`config.mk`:
```
export PLATFORM = sky130hd
export DESIGN_NAME = audio_rx
export DESIGN_NICKNAME = d
export VERILOG_FILES = /design/src/rtl/audio_pkg.sv /design/src/rtl/audio_sync_edge.sv /design/src/rtl/audio_rx.sv
export SDC_FILE = /design/constraint.sdc
export NUM_CORES = 1
export LEC_CHECK = 0
export ABC_CLOCK_PERIOD_IN_PS = 2900
export CAP_MARGIN = 20
export CORE_ASPECT_RATIO = 2
export CORE_UTILIZATION = 56
export CTS_CLUSTER_SIZE = 25
export DETAILED_ROUTE_END_ITERATION = 8
export PLACE_DENSITY = 0.78
export SLEW_MARGIN = 20
export SYNTH_ARGS = -nofsm -noshare
export SYNTH_HDL_FRONTEND = slang
export SYNTH_SLANG_ARGS = --single-unit
export TNS_END_PERCENT = 5
```
`constraint.sdc`:
```
create_clock -name clk -period 2.9 [get_ports clk]
set_input_delay 0.29 -clock clk [delete_from_list [all_inputs] [get_ports clk]]
set_output_delay 0.29 -clock clk [all_outputs]
set_load 0.1 [all_outputs]
```
`src/rtl/audio_pkg.sv`:
```
// Shared defaults and FSM encoding for the serial audio receiver.
package audio_pkg;

  localparam int          WORD_BITS_DEF    = 16;
  localparam logic [15:0] VOICE_THRESH_DEF = 16'd4096;

  typedef enum logic [1:0] {
    IDLE  = 2'd0,
    LEFT  = 2'd1,
    RIGHT = 2'd2
  } rx_state_e;

endpackage

```
`src/rtl/audio_sync_edge.sv`:
```
// Two-flop synchronizer plus one history flop; rise/fall are one-clk pulses.
// Latency: async change to pulse is two clk edges; no backpressure.
module audio_sync_edge (
  input  logic clk_i,
  input  logic rst_i,
  input  logic async_i,
  output logic sync_o,
  output logic rise_o,
  output logic fall_o
);

  logic meta_q;
  logic sync_q;
  logic prev_q;

  always_ff @(posedge clk_i) begin
    if (rst_i) begin
      meta_q <= 1'b0;
      sync_q <= 1'b0;
      prev_q <= 1'b0;
    end else begin
      meta_q <= async_i;
      sync_q <= meta_q;
      prev_q <= sync_q;
    end
  end

  assign sync_o = sync_q;
  assign rise_o = sync_q & ~prev_q;
  assign fall_o = ~sync_q & prev_q;

endmodule

```
`src/rtl/audio_rx.sv`:
```
// Left-justified serial audio receiver: captures L/R words, emits pairs and a voice flag.
// Latency: raw ws edge to sample_valid is three clk edges; no backpressure (free-running).
module audio_rx
  import audio_pkg::*;
#(
  parameter int                   WORD_BITS    = WORD_BITS_DEF,
  parameter logic [WORD_BITS-1:0] VOICE_THRESH = VOICE_THRESH_DEF
) (
  input  logic                 clk,
  input  logic                 rst,
  input  logic                 au_bck,
  input  logic                 au_ws,
  input  logic                 au_data,
  output logic [WORD_BITS-1:0] audio_left,
  output logic [WORD_BITS-1:0] audio_right,
  output logic                 sample_valid,
  output logic                 frame_err,
  output logic                 voice
);

  localparam int             CW   = $clog2(WORD_BITS + 1);
  localparam logic [CW-1:0]  FULL = CW'(WORD_BITS);
  localparam logic [CW-1:0]  ONE  = CW'(1);

  logic bck_rise, ws_rise, ws_fall, data_s;
  logic unused_bck_sync, unused_bck_fall, unused_ws_sync;
  logic unused_data_rise, unused_data_fall;

  audio_sync_edge u_sync_bck (
    .clk_i   (clk),
    .rst_i   (rst),
    .async_i (au_bck),
    .sync_o  (unused_bck_sync),
    .rise_o  (bck_rise),
    .fall_o  (unused_bck_fall)
  );

  audio_sync_edge u_sync_ws (
    .clk_i   (clk),
    .rst_i   (rst),
    .async_i (au_ws),
    .sync_o  (unused_ws_sync),
    .rise_o  (ws_rise),
    .fall_o  (ws_fall)
  );

  audio_sync_edge u_sync_data (
    .clk_i   (clk),
    .rst_i   (rst),
    .async_i (au_data),
    .sync_o  (data_s),
    .rise_o  (unused_data_rise),
    .fall_o  (unused_data_fall)
  );

  // Most negative code has no positive twin, so it saturates to max positive.
  function automatic logic [WORD_BITS-1:0] magnitude(input logic [WORD_BITS-1:0] s);
    logic [WORD_BITS-1:0] neg;
    neg = ~s + {{(WORD_BITS-1){1'b0}}, 1'b1};
    if (!s[WORD_BITS-1]) return s;
    if (neg[WORD_BITS-1]) return {1'b0, {(WORD_BITS-1){1'b1}}};
    return neg;
  endfunction

  rx_state_e            state_q, state_d;
  logic [CW-1:0]        cnt_q, cnt_d, cnt_base;
  logic [WORD_BITS-1:0] sh_q, sh_d;
  logic [WORD_BITS-1:0] pend_q, pend_d;
  logic                 pend_vld_q, pend_vld_d;
  logic [WORD_BITS-1:0] left_q, left_d, right_q, right_d;
  logic                 valid_q, valid_d, ferr_q, ferr_d, voice_q, voice_d;
  logic                 ws_edge, word_full;

  assign ws_edge   = ws_rise | ws_fall;
  assign word_full = (cnt_q == FULL);

  // A ws edge closes the old word before a coincident bck rise opens the new one.
  always_comb begin
    cnt_base = ws_edge ? '0 : cnt_q;
    cnt_d    = cnt_base;
    sh_d     = sh_q;
    if (bck_rise && (cnt_base != FULL)) begin
      sh_d  = {sh_q[WORD_BITS-2:0], data_s};
      cnt_d = cnt_base + ONE;
    end
  end

  always_comb begin
    state_d    = state_q;
    pend_d     = pend_q;
    pend_vld_d = pend_vld_q;
    left_d     = left_q;
    right_d    = right_q;
    valid_d    = 1'b0;
    ferr_d     = 1'b0;
    voice_d    = voice_q;
    case (state_q)
      IDLE: begin
        if (ws_fall) state_d = LEFT;
      end
      LEFT: begin
        if (ws_rise) begin
          state_d = RIGHT;
          if (word_full) begin
            pend_d     = sh_q;
            pend_vld_d = 1'b1;
          end else begin
            ferr_d     = 1'b1;
            pend_vld_d = 1'b0;
          end
        end
      end
      RIGHT: begin
        if (ws_fall) begin
          state_d    = LEFT;
          pend_vld_d = 1'b0;
          if (!word_full) begin
            ferr_d = 1'b1;
          end else if (pend_vld_q) begin
            left_d  = pend_q;
            right_d = sh_q;
            valid_d = 1'b1;
            voice_d = (magnitude(pend_q) > VOICE_THRESH) ||
                      (magnitude(sh_q) > VOICE_THRESH);
          end
        end
      end
      default: state_d = IDLE;
    endcase
  end

  always_ff @(posedge clk) begin
    if (rst) begin
      state_q    <= IDLE;
      cnt_q      <= '0;
      sh_q       <= '0;
      pend_q     <= '0;
      pend_vld_q <= 1'b0;
      left_q     <= '0;
      right_q    <= '0;
      valid_q    <= 1'b0;
      ferr_q     <= 1'b0;
      voice_q    <= 1'b0;
    end else begin
      state_q    <= state_d;
      cnt_q      <= cnt_d;
      sh_q       <= sh_d;
      pend_q     <= pend_d;
      pend_vld_q <= pend_vld_d;
      left_q     <= left_d;
      right_q    <= right_d;
      valid_q    <= valid_d;
      ferr_q     <= ferr_d;
      voice_q    <= voice_d;
    end
  end

  assign audio_left   = left_q;
  assign audio_right  = right_q;
  assign sample_valid = valid_q;
  assign frame_err    = ferr_q;
  assign voice        = voice_q;

endmodule

```
**Word-level counts from Yosys, hierarchy flattened**

Index checks and enable logic that the tools add are counted.

- Add/sub/neg operators: 3
- Magnitude comparators: 2
- Equal/unequal tests: 7
- Multiplexer cells: 52
- Bitwise operators: 12
- Reduce and logical (&&, ||, !) cells: 10

Operators by type and width:

| kind | number |
|---|---|
| 2-to-1 mux 16 bit | 16 |
| adder 16 x 1 -> 16 bit (second input constant) | 2 |
| greater-than comparator 16 x 13 -> 1 bit (second input constant) | 2 |
| NOT 16 bit | 2 |
| 2-to-1 mux 1 bit | 29 |
| 2-to-1 mux 5 bit | 2 |
| NOT 1 bit | 6 |
| AND reduction 3 bit | 2 |
| adder 5 x 1 -> 5 bit (second input constant) | 1 |
| == test 5 bit (second input constant) | 1 |
| != test 5 bit (second input constant) | 1 |
| 2-to-1 mux 2 bit | 2 |
| != test 2 bit (second input constant) | 2 |
| case mux 1 bit (2 select lines) | 2 |
| case mux 2 bit (2 select lines) | 1 |
| AND reduction 4 bit | 1 |
| OR reduction 4 bit | 1 |
| AND 1 bit | 3 |
| == test 2 x 1 -> 1 bit (second input constant) | 1 |
| == test 2 bit (second input constant) | 1 |
| zero test 2 bit | 1 |
| != test 2 x 1 -> 1 bit (second input constant) | 1 |
| AND reduction 2 bit | 1 |
| nonzero test 2 bit | 1 |
| 4 further kinds | 4 |

- Flip-flop bits (word level): 83
- Output and inout bits: 35
- Logic and storage cells: 104

**Depth between registers and ports, before layout**

- Depth after elaboration: 18
- Gate-level depth with buffers: 11
- Gate-level depth less buffers: 10

**Hierarchy**

A second synthesis with hierarchy kept.

- Cell total of the unflattened synthesis: 479
- Area, all modules: 3908.7 um2

Modules (own cells, without submodules):

| module | times used | cells each | area each (um2) | sequential area each (um2) |
|---|---|---|---|---|
| audio_rx | 1 | 455 | 3634.7 | 1501.4 |
| audio_sync_edge | 3 | 8 | 91.3 | 60.1 |

**Worst setup path before layout**

Ideal clock, no wire load.

- Path kind: reg-to-reg
- Start point: register pend_q[4]
- End point: register voice_q, in the netlist voice
- Library setup time: 131 ps
- Data arrival time: 2069 ps
- Required time: 2769 ps
- Setup slack: 701 ps
- Cell stages (with the launch flop): 8
- Buffers on the path: 1
- Cells stage by stage: dfxtp_1 -> buf_6 -> or4_4 -> or4_1 -> a32oi_1 -> a21oi_1 -> o41ai_2 -> o211ai_1

- Word-level cells in the longest chain between the ends: 16
- Elaborated cells on any way between the ends: 18

Ends and longest elaborated chain:

| what | RTL line | source |
|---|---|---|
| start: declaration | audio_rx.sv:68 | `logic [WORD_BITS-1:0] pend_q, pend_d;` |
| start signal: assignment | audio_rx.sv:148 | `pend_q <= pend_d;` |
| NOT 16 bit | audio_rx.sv:59 | `neg = ~s + {{(WORD_BITS-1){1'b0}}, 1'b1};` |
| adder 16 x 1 -> 16 bit | audio_rx.sv:59 |  |
| 2-to-1 mux 1 bit (2 in series) | audio_rx.sv:61 | `if (neg[WORD_BITS-1]) return {1'b0, {(WORD_BITS-1){1'b1}}};` |
| 2-to-1 mux 1 bit | audio_rx.sv:119 | `end else if (pend_vld_q) begin` |
| 2-to-1 mux 1 bit | audio_rx.sv:117 | `if (!word_full) begin` |
| 2-to-1 mux 1 bit | audio_rx.sv:114 | `if (ws_fall) begin` |
| 2-to-1 mux 1 bit | audio_rx.sv:97 | `case (state_q)` |
| 2-to-1 mux 16 bit | audio_rx.sv:62 | `return neg;` |
| 2-to-1 mux 16 bit (*) | audio_rx.sv:61 |  |
| 2-to-1 mux 16 bit (*) | audio_rx.sv:119 |  |
| 2-to-1 mux 16 bit (*) | audio_rx.sv:117 |  |
| 2-to-1 mux 16 bit (*) | audio_rx.sv:114 |  |
| 2-to-1 mux 16 bit (*) | audio_rx.sv:97 |  |
| greater-than comparator 16 x 13 -> 1 bit (*) | audio_rx.sv:123 | `voice_d = (magnitude(pend_q) > VOICE_THRESH) \|\|` |
| logical OR 1 bit (*) | audio_rx.sv:123 |  |
| end signal: assignment | audio_rx.sv:154 | `voice_q <= voice_d;` |
| end: declaration | audio_rx.sv:71 | `logic valid_q, valid_d, ferr_q, ferr_d, voice_q, voice_d;` |

Every way passes the cells marked *; elsewhere a longest branch is shown, timed or not. The select of a mux whose other input is x is not followed.
A chain may end at the register's enable or synchronous reset.

**Final worst setup path**

Same ends and word-level chain as after synthesis.

==> impl_metrics.csv <==
group,metric,value,unit
synthesis,avgSynthCellArea,7.62,um2
cts,cts_buffer_depth,2,
synthesis,yosysSeqAreaShare,0.431,
final_layout,utilization,0.676,
routing,ant_nets,0,
outcome,status,"finished clean",
synthesis,yosys_warnings,0,
global_route,antenna_found_initial,0,
routing,drt_wl_total,8390,um
place,place_area,4160,um2
synthesis,ys_types,52,
routing,routed-via-count,3416,
job,maxCapViolations,0,
floorplan,die-area,7240,um2
floorplan,die_w,60.7,um
global_route,grt_pass1_wl,14100,um
synthesis,async_reset_ff_frac,0,
sta,fin_crit,2290,ps
synthesis,syn_area,3860,um2
routing,first_pass_iters,4,
place,io_buffers,39,
synthesis,yosysTopAreaCell,"dfxtp_1",
final_layout,fin_area,4480,um2
synthesis,netlist_instances,506,
routing,avgViaCountPerCell,5.55,
place,dp.cells,600,
place,gp_congestion,0.947,
synthesis,synth_top_area_share,0.431,
global_route,busiest_layer,"met2",
setup_path,worstSetupPathType,"flop to flop",
floorplan,core_area,6620,um2
synthesis,synthFlopType,"dfxtp_1",
synthesis,synth_most_common_cell,"nand2_1",
global_route,track_usage,0.258,
routing,drc,0,
setup_path,critPathRequiredTime,3110,ps
final_layout,syn_to_final_growth,16.1,%
sta,max_freq,0.436,GHz
synthesis,syn_nets,522,
sta,drv_slew,0,
floorplan,initial_core_util,0.583,
cts,cts_buffers,9,
synthesis,synthTopCellsByArea,"dfxtp_1 (43%), nand2_1 (14%), a21oi_1 (9.9%), clkbuf_1 (3.9%), ha_1 (3.6%)",
cts,cts_tree,"yes",
global_route,grt_start_max_net_pins,40,
worst_hold_path,hp-class,"input pin to flop",
floorplan,io_pins,40,
global_route,grt-ovfl-total,0,
synthesis,synth-seq-cells,83,
cts,htreeDepth,3,
cts,clock_sinks,83,
final_layout,instances_no_fill,616,
sta,relSlewSlack,0.554,
floorplan,fp.dieH,119,um
routing,drt-initial-drc-count,146,
global_route,gr-usage-met3,0.0565,
setup_path,worstPathArrival,2500,ps
sta,post-route-period-util,0.791,
setup_path,critPathCaptureType,"flop",
pwr,p_leak,0.00169,uW
global_route,grt_pass1_vias,3167,
pwr,p_per_area,547,nW/um2
pwr,ir_worst_vdd,463,uV
synthesis,synth-edff-count,0,
sta,final_hold_viol_count,0,
final_layout,drive_gt1_frac,0.127,
sta,setup_viol,0,
setup_path,crit_path_max_fanout,8,
sta,whs,353,ps
floorplan,row_count,42,
sta,fin_setup_tns,0,ps
cts,cts_setup_buffers,0,
place,post-dp-hpwl,6090,um
cts,clock_latency,340,ps
sta,clock_skew,5.77,ps
synthesis,synth_common_cells,"nand2_1 (142), dfxtp_1 (83), a21oi_1 (76)",
cts,holdBufCountCts,0,
global_route,met1_usage,0.290,
routing,wl_per_cell,13.6,um
cts,post_cts_resized,0,
sta,rsz0062_at_grt,"no",
cts,path_clk_slew,60,ps
final_layout,fin_nets,539,
sta,worst_pin_slew,664,ps
final_layout,antenna-diode-count,0,
setup_path,critPathLaunchType,"flop",
global_route,use_met2,0.429,
cts,cts-root-buf,"clkbuf_16",
-- metrics by stage --
step | power, uW | setup slack, ps
after floorplan | 1270 | 701
after global placement | 1290 | 660
after detailed placement | 1300 | 604
after CTS | 2470 | 596
after global routing | 2530 | 446
final | 2450 | 607
-- worst paths after layout --
| kind | start | to | slack [ps] | cells after the start |
|---|---|---|---|---|
| worst max register to register | pend_q[4] | voice | 610 | 6 |
| worst min-delay path | rst | audio_left[11] | 350 | 2 |
| worst max-delay path | pend_q[4] | voice | 610 | 6 |
| worst min register to register | u_sync_bck.meta_q | u_sync_bck.sync_o | 430 | 1 |
-- per-layer routing --
metal,routed length (um),up-vias
met5,0,-
met4,273,0
met3,245,22
met2,4430,71
met1,3450,1564
li1,-,1759
-- cells by family after synthesis --
logic type,count (synthesis),synth area share
AO/OA/AOI/OAI,114,0.175
XOR/XNOR,11,0.0250
adder cells (fa/ha/maj),11,0.0357
buffers and inverters,56,0.0564
flip-flops,83,0.431
multiplexers,4,0.0110
AND/OR/NAND/NOR,227,0.266
-- sequential cells by signal, summed over array words and instances, names as in the netlist, 2 cells and up --
name,count
audio_left,16
audio_right,16
pend_q,16
sh_q,16
cnt_q,5
state_q,2
-- area by class of cell --
| cell class | instances | area [um2] |
|---|---|---|
| multi-input cells | 367 | 1980 |
| repair buffers | 47 | 358 |
| flip-flops and latches | 83 | 1660 |
| fillers | 592 | 2140 |
| clock buffers | 13 | 270 |
| well taps | 88 | 110 |
| clock inverters | 3 | 43.8 |
| inverters | 15 | 56.3 |
-- power breakdown --
group          internal, uW  total, uW  switching, uW
clock                   739       1180            442
sequential             1150       1160           11.2
combinational          40.2        106           65.9
total                  1930       2450            519
-- cell usage in the layout, fill, tap and decap left out, types with 4 or more instances in the layout --
cell type and instances:
nor4_1 7, nor3_1 11, nand3_1 5, ha_1 11
inv_1 15, xnor2_1 7, nor2b_1 9, a31oi_1 4
nand4_1 4, o21ai_0 6, nand2_1 142, buf_4 43
clkbuf_16 9, o31ai_1 5, dfxtp_1 83, xor2_1 4
nor2_1 24, a21oi_1 76
-- critical path: stages (launching register included) --
cell and delay, ps:
dfxtp_1 380, or4_4 560, or4_1 510, a32oi_1 160, a21oi_1 100, o41ai_2 350, o211ai_1 110
(Power assumes the default switching activity.)
